`src/rtl/alu_arbiter.sv`:
```
// rtl/alu_arbiter.sv - round-robin arbiter sharing one combinational ALU between requesters
//
// Purpose: accepts one request at a time from NUM_REQ requesters (round-robin),
// registers its operands/opcode onto the ALU for one cycle, captures the ALU
// result/branch flag and returns it on the owner's response channel.
// Optional macro: ALU_ARB_STATS_EN adds per-requester saturating grant counters.
//
// Ports:
//   clk, rst                   clock, asynchronous active-high reset
//   req_valid/req_ready        request handshake, one bit per requester
//   req_op1/req_op2/req_ctrl   per-requester operands and opcode
//   rsp_valid/rsp_ready        response handshake, one bit per requester
//   rsp_result/rsp_branch      captured ALU outputs, shared by all requesters
//   alu_op1/alu_op2/alu_ctrl   registered ALU inputs
//   alu_result/alu_branch      ALU outputs
//   stat_grant_cnt, stat_clr   grant counters and their clear (ALU_ARB_STATS_EN only)

package my_pkg;
    typedef enum logic [3:0] {
        ALU_ADD, ALU_SUB, ALU_AND, ALU_OR, ALU_XOR, ALU_SLL, ALU_SRL, ALU_SRA,
        ALU_SLT, ALU_SLTU, ALU_BEQ, ALU_BNE, ALU_BLT, ALU_BGE, ALU_BLTU, ALU_BGEU
    } alu_ops_t;
endpackage

module alu_arbiter
    import my_pkg::*;
#(
    parameter int NUM_REQ = 2,
    parameter int DATA_W  = 32
) (
    input  logic                      clk,
    input  logic                      rst,
`ifdef ALU_ARB_STATS_EN
    output logic [NUM_REQ*16-1:0]     stat_grant_cnt,
    input  logic                      stat_clr,
`endif
    input  logic [NUM_REQ-1:0]        req_valid,
    output logic [NUM_REQ-1:0]        req_ready,
    input  logic [NUM_REQ*DATA_W-1:0] req_op1,
    input  logic [NUM_REQ*DATA_W-1:0] req_op2,
    input  alu_ops_t                  req_ctrl [NUM_REQ],
    output logic [NUM_REQ-1:0]        rsp_valid,
    input  logic [NUM_REQ-1:0]        rsp_ready,
    output logic [DATA_W-1:0]         rsp_result,
    output logic                      rsp_branch,
    output logic [DATA_W-1:0]         alu_op1,
    output logic [DATA_W-1:0]         alu_op2,
    output alu_ops_t                  alu_ctrl,
    input  logic [DATA_W-1:0]         alu_result,
    input  logic                      alu_branch
);

    localparam int IDX_W = $clog2(NUM_REQ);

    typedef enum logic [1:0] {IDLE, EXEC, RESP} state_t;

    state_t           state_q;
    state_t           state_d;
    logic [IDX_W-1:0] owner;
    logic [IDX_W-1:0] last_grant;
    logic [IDX_W-1:0] grant_idx;
    logic [IDX_W-1:0] cand;
    logic             grant_found;
    logic             accept;

    // Round-robin search: first valid requester after last_grant, wrapping.
    always_comb begin
        grant_found = 1'b0;
        grant_idx   = '0;
        cand        = '0;
        for (int k = 1; k <= NUM_REQ; k++) begin
            cand = IDX_W'((int'(last_grant) + k) % NUM_REQ);
            if (!grant_found && req_valid[cand]) begin
                grant_found = 1'b1;
                grant_idx   = cand;
            end
        end
    end

    always_ff @(posedge clk or posedge rst) begin
        if (rst) begin
            state_q <= IDLE;
        end else begin
            state_q <= state_d;
        end
    end

    always_comb begin
        state_d   = state_q;
        req_ready = '0;
        rsp_valid = '0;
        accept    = 1'b0;
        unique case (state_q)
            IDLE: begin
                // Ready is only ever raised toward a valid requester, so
                // raising it is itself the accept.
                if (grant_found) begin
                    req_ready[grant_idx] = 1'b1;
                    accept               = 1'b1;
                    state_d              = EXEC;
                end
            end
            EXEC: begin
                state_d = RESP;
            end
            RESP: begin
                rsp_valid[owner] = 1'b1;
                if (rsp_ready[owner]) begin
                    state_d = IDLE;
                end
            end
            default: begin
                state_d = IDLE;
            end
        endcase
    end

    always_ff @(posedge clk or posedge rst) begin
        if (rst) begin
            owner      <= '0;
            last_grant <= IDX_W'(NUM_REQ - 1);
            alu_op1    <= '0;
            alu_op2    <= '0;
            alu_ctrl   <= ALU_ADD;
            rsp_result <= '0;
            rsp_branch <= 1'b0;
        end else begin
            if (accept) begin
                owner      <= grant_idx;
                last_grant <= grant_idx;
                alu_op1    <= req_op1[grant_idx*DATA_W +: DATA_W];
                alu_op2    <= req_op2[grant_idx*DATA_W +: DATA_W];
                alu_ctrl   <= req_ctrl[grant_idx];
            end
            // ALU inputs have been stable for the whole EXEC cycle.
            if (state_q == EXEC) begin
                rsp_result <= alu_result;
                rsp_branch <= alu_branch;
            end
        end
    end

`ifdef ALU_ARB_STATS_EN
    always_ff @(posedge clk or posedge rst) begin
        if (rst) begin
            stat_grant_cnt <= '0;
        end else begin
            for (int i = 0; i < NUM_REQ; i++) begin
                if (stat_clr) begin
                    stat_grant_cnt[i*16 +: 16] <= 16'd0;
                end else if (accept && (grant_idx == IDX_W'(i)) &&
                             (stat_grant_cnt[i*16 +: 16] != 16'hFFFF)) begin
                    stat_grant_cnt[i*16 +: 16] <= stat_grant_cnt[i*16 +: 16] + 16'd1;
                end
            end
        end
    end
`endif

endmodule

```
`config.mk`:
```
export PLATFORM = sky130hd
export DESIGN_NAME = alu_arbiter
export DESIGN_NICKNAME = d
export VERILOG_FILES = /design/src/rtl/alu_arbiter.sv
export SDC_FILE = /design/constraint.sdc
export NUM_CORES = 1
export LEC_CHECK = 0
export BUFFER_PORTS_ARGS = -buffer_cell sky130_fd_sc_hd__buf_2
export CAP_MARGIN = 20
export CORE_ASPECT_RATIO = 1.4
export CORE_MARGIN = 2
export CORE_UTILIZATION = 38
export DETAILED_ROUTE_END_ITERATION = 6
export HOLD_SLACK_MARGIN = 0.05
export PLACE_DENSITY = 0.73
export SLEW_MARGIN = 20
export SYNTH_ARGS = -nofsm -noshare
export SYNTH_HDL_FRONTEND = slang
export SYNTH_SLANG_ARGS = --single-unit
```
`constraint.sdc`:
```
create_clock -name clk -period 5.96 [get_ports clk]
set_input_delay 0.298 -clock clk [delete_from_list [all_inputs] [get_ports clk]]
set_output_delay 0.298 -clock clk [all_outputs]
set_load 0.01 [all_outputs]
```
# [After elaboration in Yosys (flattened, before gate mapping)]
# Cells that the tools add are included.
# Widths: inputs -> output; s select.
[op_classes] n_addsub=2 magnitude_cmp=7 eq_ne=4 n_shift=2 mux=25 bitwise=1 reduce_logical=6
[ops] op="$shiftx 64x7->32" n=2
[ops] op="$mux 1" n=14
[ops] op="$mux 4" n=3
[ops] op="$mux 2" n=5
[ops] op="$lt 1x2->1 const B" n=4
[ops] op="$pmux 2 s3" n=1
[ops] op="$ne 2x2->1 const B" n=2
[ops] op="$logic_and 1x1->1" n=3
[ops] op="$add 1x1->1 const B" n=2
[ops] op="$demux 1 s1" n=2
[ops] op="$eq 2x1->1 const B" n=1
[ops] op="$eq 2x2->1 const B" n=1
[ops] op="$ge 1x1->1 const B" n=2
[ops] op="$ge 2x2->1 const B" n=1
[ops] op="$logic_not 2->1" n=1
[ops] op="$not 1->2" n=1
[ops] op="$reduce_and 2->1" n=1
[ops] op="$logic_not 1->1" n=1
[word_totals] regBits=105 in_bits=175 output_inout_bits=105 wordCells=55

# [Depth between registers and ports, before layout]
[logic_depth] ltp_word=13 depth_mapped=6

# [Worst setup path before layout]
# Ideal clock, no wire load.
[synth_path] path_type="reg2reg" startpoint="register last_grant" endpoint="register alu_op2[2]" arrival_time_ps=1412 required_ps=5834 slack_ps=4422 stages_incl_launch_ff=6 synth_period_minus_slack_ps=1538 path_cell_list="dfstp_2 > nand2_1 > and3_1 > buf_2 > clkbuf_1 > a221o_1"
[synth_via] elab_chain_len=9 word_cells_on_any_way=15 classes_between="add/sub (2); shift (1); mux (10); reduce/logical (2)"
[synth_lines] item="from (decl)" line="60" text="logic [IDX_W-1:0] last_grant;"
[synth_lines] item="from (signal assigned)" line="121" text="last_grant <= IDX_W'(NUM_REQ - 1);"
[synth_lines] item="from (signal assigned)" line="130" text="last_grant <= grant_idx;"
[synth_lines] item="branches (longest 9 deep; another with $add 1x1->1)"
[synth_lines] item="to (signal assigned)" line="132" text="alu_op2 <= req_op2[grant_idx*DATA_W +: DATA_W];"
[synth_lines] item="to (decl)" line="47" text="output logic [DATA_W-1:0] alu_op2,"
# Several ways; the timed one is not identified. The select of a mux whose other input is x is not followed.
# A chain may end at the register's enable or synchronous reset.

# [Worst setup path in the final report]
[layout_path] startpoint="register last_grant" endpoint="output port req_ready[0]"
[layout_via] elab_chain_len=13 word_cells_on_any_way=19 classes_between="add/sub (2); order compare (2); mux (12); reduce/logical (3)"
[layout_lines] item="$add 1x1->1" line="72" text="cand = IDX_W'((int'(last_grant) + k) % NUM_REQ);"
[layout_lines] item="$mux 1 (not written as such) (2 in series)" line="73" text="if (!grant_found && req_valid[cand]) begin"
[layout_lines] item="$mux 1" line="73"
[layout_lines] item="$logic_not 1->1" line="73"
[layout_lines] item="$logic_and 1x1->1" line="73"
[layout_lines] item="$mux 1" line="73"
[layout_lines] item="$lt 1x2->1 (not written as such) or $ge 1x1->1 (tied branches)" line="98" text="req_ready[grant_idx] = 1'b1;"
[layout_lines] item="$logic_and 1x1->1 (not written as such)" line="98"
[layout_lines] item="$mux 1 (not written as such)" line="98"
[layout_lines] item="$demux 1 s1" line="98"
[layout_lines] item="$mux 2 *" line="97" text="if (grant_found) begin"
[layout_lines] item="$mux 2 *" line="93" text="unique case (state_q)"
[layout_lines] item="to (decl)" line="38" text="output logic [NUM_REQ-1:0] req_ready,"
# Mark *: on every way between the ends. The rest lies on a longest branch, timed or not. The select of a mux whose other input is x is not followed.

==> flow_summary.toml <==
[clocking]
cts_made_buffers = 9
clkTransAtPathRegs_ps = 80
clock-sinks = 105
postCtsResizedCells = 0
cts.htree.levels = 3
clk_latency_ps = 340
cts_root_buffer = "clkbuf_16"
clockBufferDepth = 2
cts_tree = "built"

[placement]
dp_slack_ps = 3960
hpwl_um = 9450
gp_congestion = 0.789
port_buffers = 279
post-place-cells = 722

[global_routing]
antenna_found_initial = 0
grt.total_usage_pct = 20.2
grt_pass1_vias = 4211
overflow = 0
grt_max_degree = 69
grt_pass1_wl_um = 20200

[die]
coreArea_sq_mm = 0.0114
chipWidth_um = 95.7
num_rows = 46
start_util_pct = 39.2
dieArea_sq_mm = 0.0127
dieHeight_um = 132
pin_count = 280

[timing]
period_share_pct = 34.1
min_period_ps = 2030
rsz0062_at_grt = "no"
skew_ps = 10.4
timing.setup.tns_ps = 0
tightestPinTransition_ps = 782
maxSlewViolCount = 0
setup_slack_ps = 3930
setup_viol = 0
relSlewSlack_pct = 47.8
max_freq_mhz = 492
hold_viol = 0

[drt]
wl_per_cell_um = 17.5
dr_total_vias = 3919
vias_per_cell = 5.30
drc = 0
drt-initial-drc-count = 122
antenna_left = 0
finalWirelength_um = 12900
firstDrtPassIters = 4

[logic_synthesis]
avgSynthCellArea_sq_um = 13.6
ys.warnings.count = 0
yosys.area.top_type = "dfrtp_1"
synth.distinct_cells = 18
synth.area.top_cells = "dfrtp_1 58%, a221o_1 15%, o21a_1 11%"
seq_area_frac_synth_pct = 58.8
synth_cells = 328
synth_nets = 503
synth_top_area_share_pct = 58.2
synth_area_sq_mm = 0.00447
synth-seq-cells = 105

[worst_setup_path]
cp_max_fo = 27
endpoint_kind = "output pin"
worst_setup_path_start_kind = "flip-flop"
crit_path_cell_trace = "nand2b_1 > and3_2 > buf_2"
slowest_delay_ps = 530
worstPathRequired_ps = 5660
slowest_stage = "dfstp_2"
path_class = "reg -> out"
arrival_ps = 1730

[finish]
final_common_cell = "buf_2"
syn2layout_area_growth_pct = 39.6
drive_gt1_share_pct = 57.3
fin_cells = 739
final_cell_mix = "279 x buf_2, 104 x dfrtp_1, 68 x o21a_1, 68 x a221o_1, 34 x mux2_2"
antennaDiodeCount = 0
fin_nets = 765

[worst_hold_path]
min_path_type = "in -> reg"

[flow_run]
maxCapViolations = 0

[status]
status = "finished, final reports clean"

[power]
pwr_density_cell_mw_per_mm2 = 547
p_leak_nw = 3.18
irDropWorstVdd_v = 0.000203
[registers in the layout, summed over array words and instances (netlist names)]
signal	flops
alu_op1	32
alu_op2	32
rsp_result	32
alu_ctrl	4
state_q	2
last_grant	1
owner	1
rsp_branch	1
[cell type report]
class | count | area (sq um)
tap | 144 | 180
clock buffer | 9 | 225
clock inverter | 7 | 75.1
fill | 1011 | 5150
inverter | 3 | 13.8
timing repair buffer | 286 | 1450
multi-input combinational | 185 | 1670
sequential | 105 | 2630
[where the power goes]
group          switching [mW]  internal [mW]  total [mW]
Sequential              0.193           1.07        1.27
Combinational           0.764          0.786        1.55
Clock                   0.267          0.330       0.597
[repair_timing]
| item | CTS | global route |
|---|---|---|
| hold buffers | 1 | 0 |
| buffers inserted | 0 | 0 |
| hold endpoints to repair | 6 | 0 |
[logic make-up (layout without fill, tap and decap cells)]
| kind of cell | count (synthesis) | count (layout) | share of synthesized area (%) |
|---|---|---|---|
| buffers and inverters | 38 | 305 | 4.17 |
| flip-flops | 105 | 105 | 58.8 |
| multiplexers | 34 | 34 | 8.56 |
| AO/OA/AOI/OAI | 140 | 140 | 27.2 |
| AND/OR/NAND/NOR | 11 | 11 | 1.29 |
[cell usage after synthesis, drive strengths merged]
library cell	count
or2b	1
dfrtp	104
clkbuf	17
and3	2
a221o	68
nor2	4
dfstp	1
o21a	68
nand2	1
mux2	34
o21ai	2
inv	3
buf	18
or2	1
nand2b	2
a21o	2
[worst paths after layout]
path	start	endpoint	slack, ps	depth (start not counted)
setup / recovery	last_grant	req_ready[0]	3930	3
hold / removal	req_op1[5]	alu_op1[5]	180	2
setup reg to reg	state_q[1]	alu_op1[25]	3980	4
hold reg to reg	rsp_branch	rsp_branch	500	1
max in group asynchronous	rst	rsp_result[8]	4190	4
min in group asynchronous	rst	alu_op1[21]	590	3
[metrics by stage]
step           total power, mW  hold slack [ps]  util, %  cell area (sq um)
2_1_floorplan             2.28              443        -               4470
3_3_place_gp              2.78              401     52.0               5930
3_5_place_dp              2.85              430     52.0               5930
4_1_cts                   3.46              164     54.8               6240
5_1_grt                   3.65              178     54.8               6240
6_report                  3.41              178     54.8               6240
[routing by layer]
layer	GRT usage, %	vias up	routed length, um
met2	37.3	196	6930
met4	7.62	0	266
met3	4.06	19	1100
met1	22.1	1897	4600
met5	0	-	0
li1	-	1807	-
[worst max-delay path, delay by kind of cell, from the launching register on]
family | cells | cell delay [ps]
simple gates | 2 | 620
buf+inv | 1 | 240
flops | 1 | 530
Note: power is estimated with default switching activity, not from simulation.
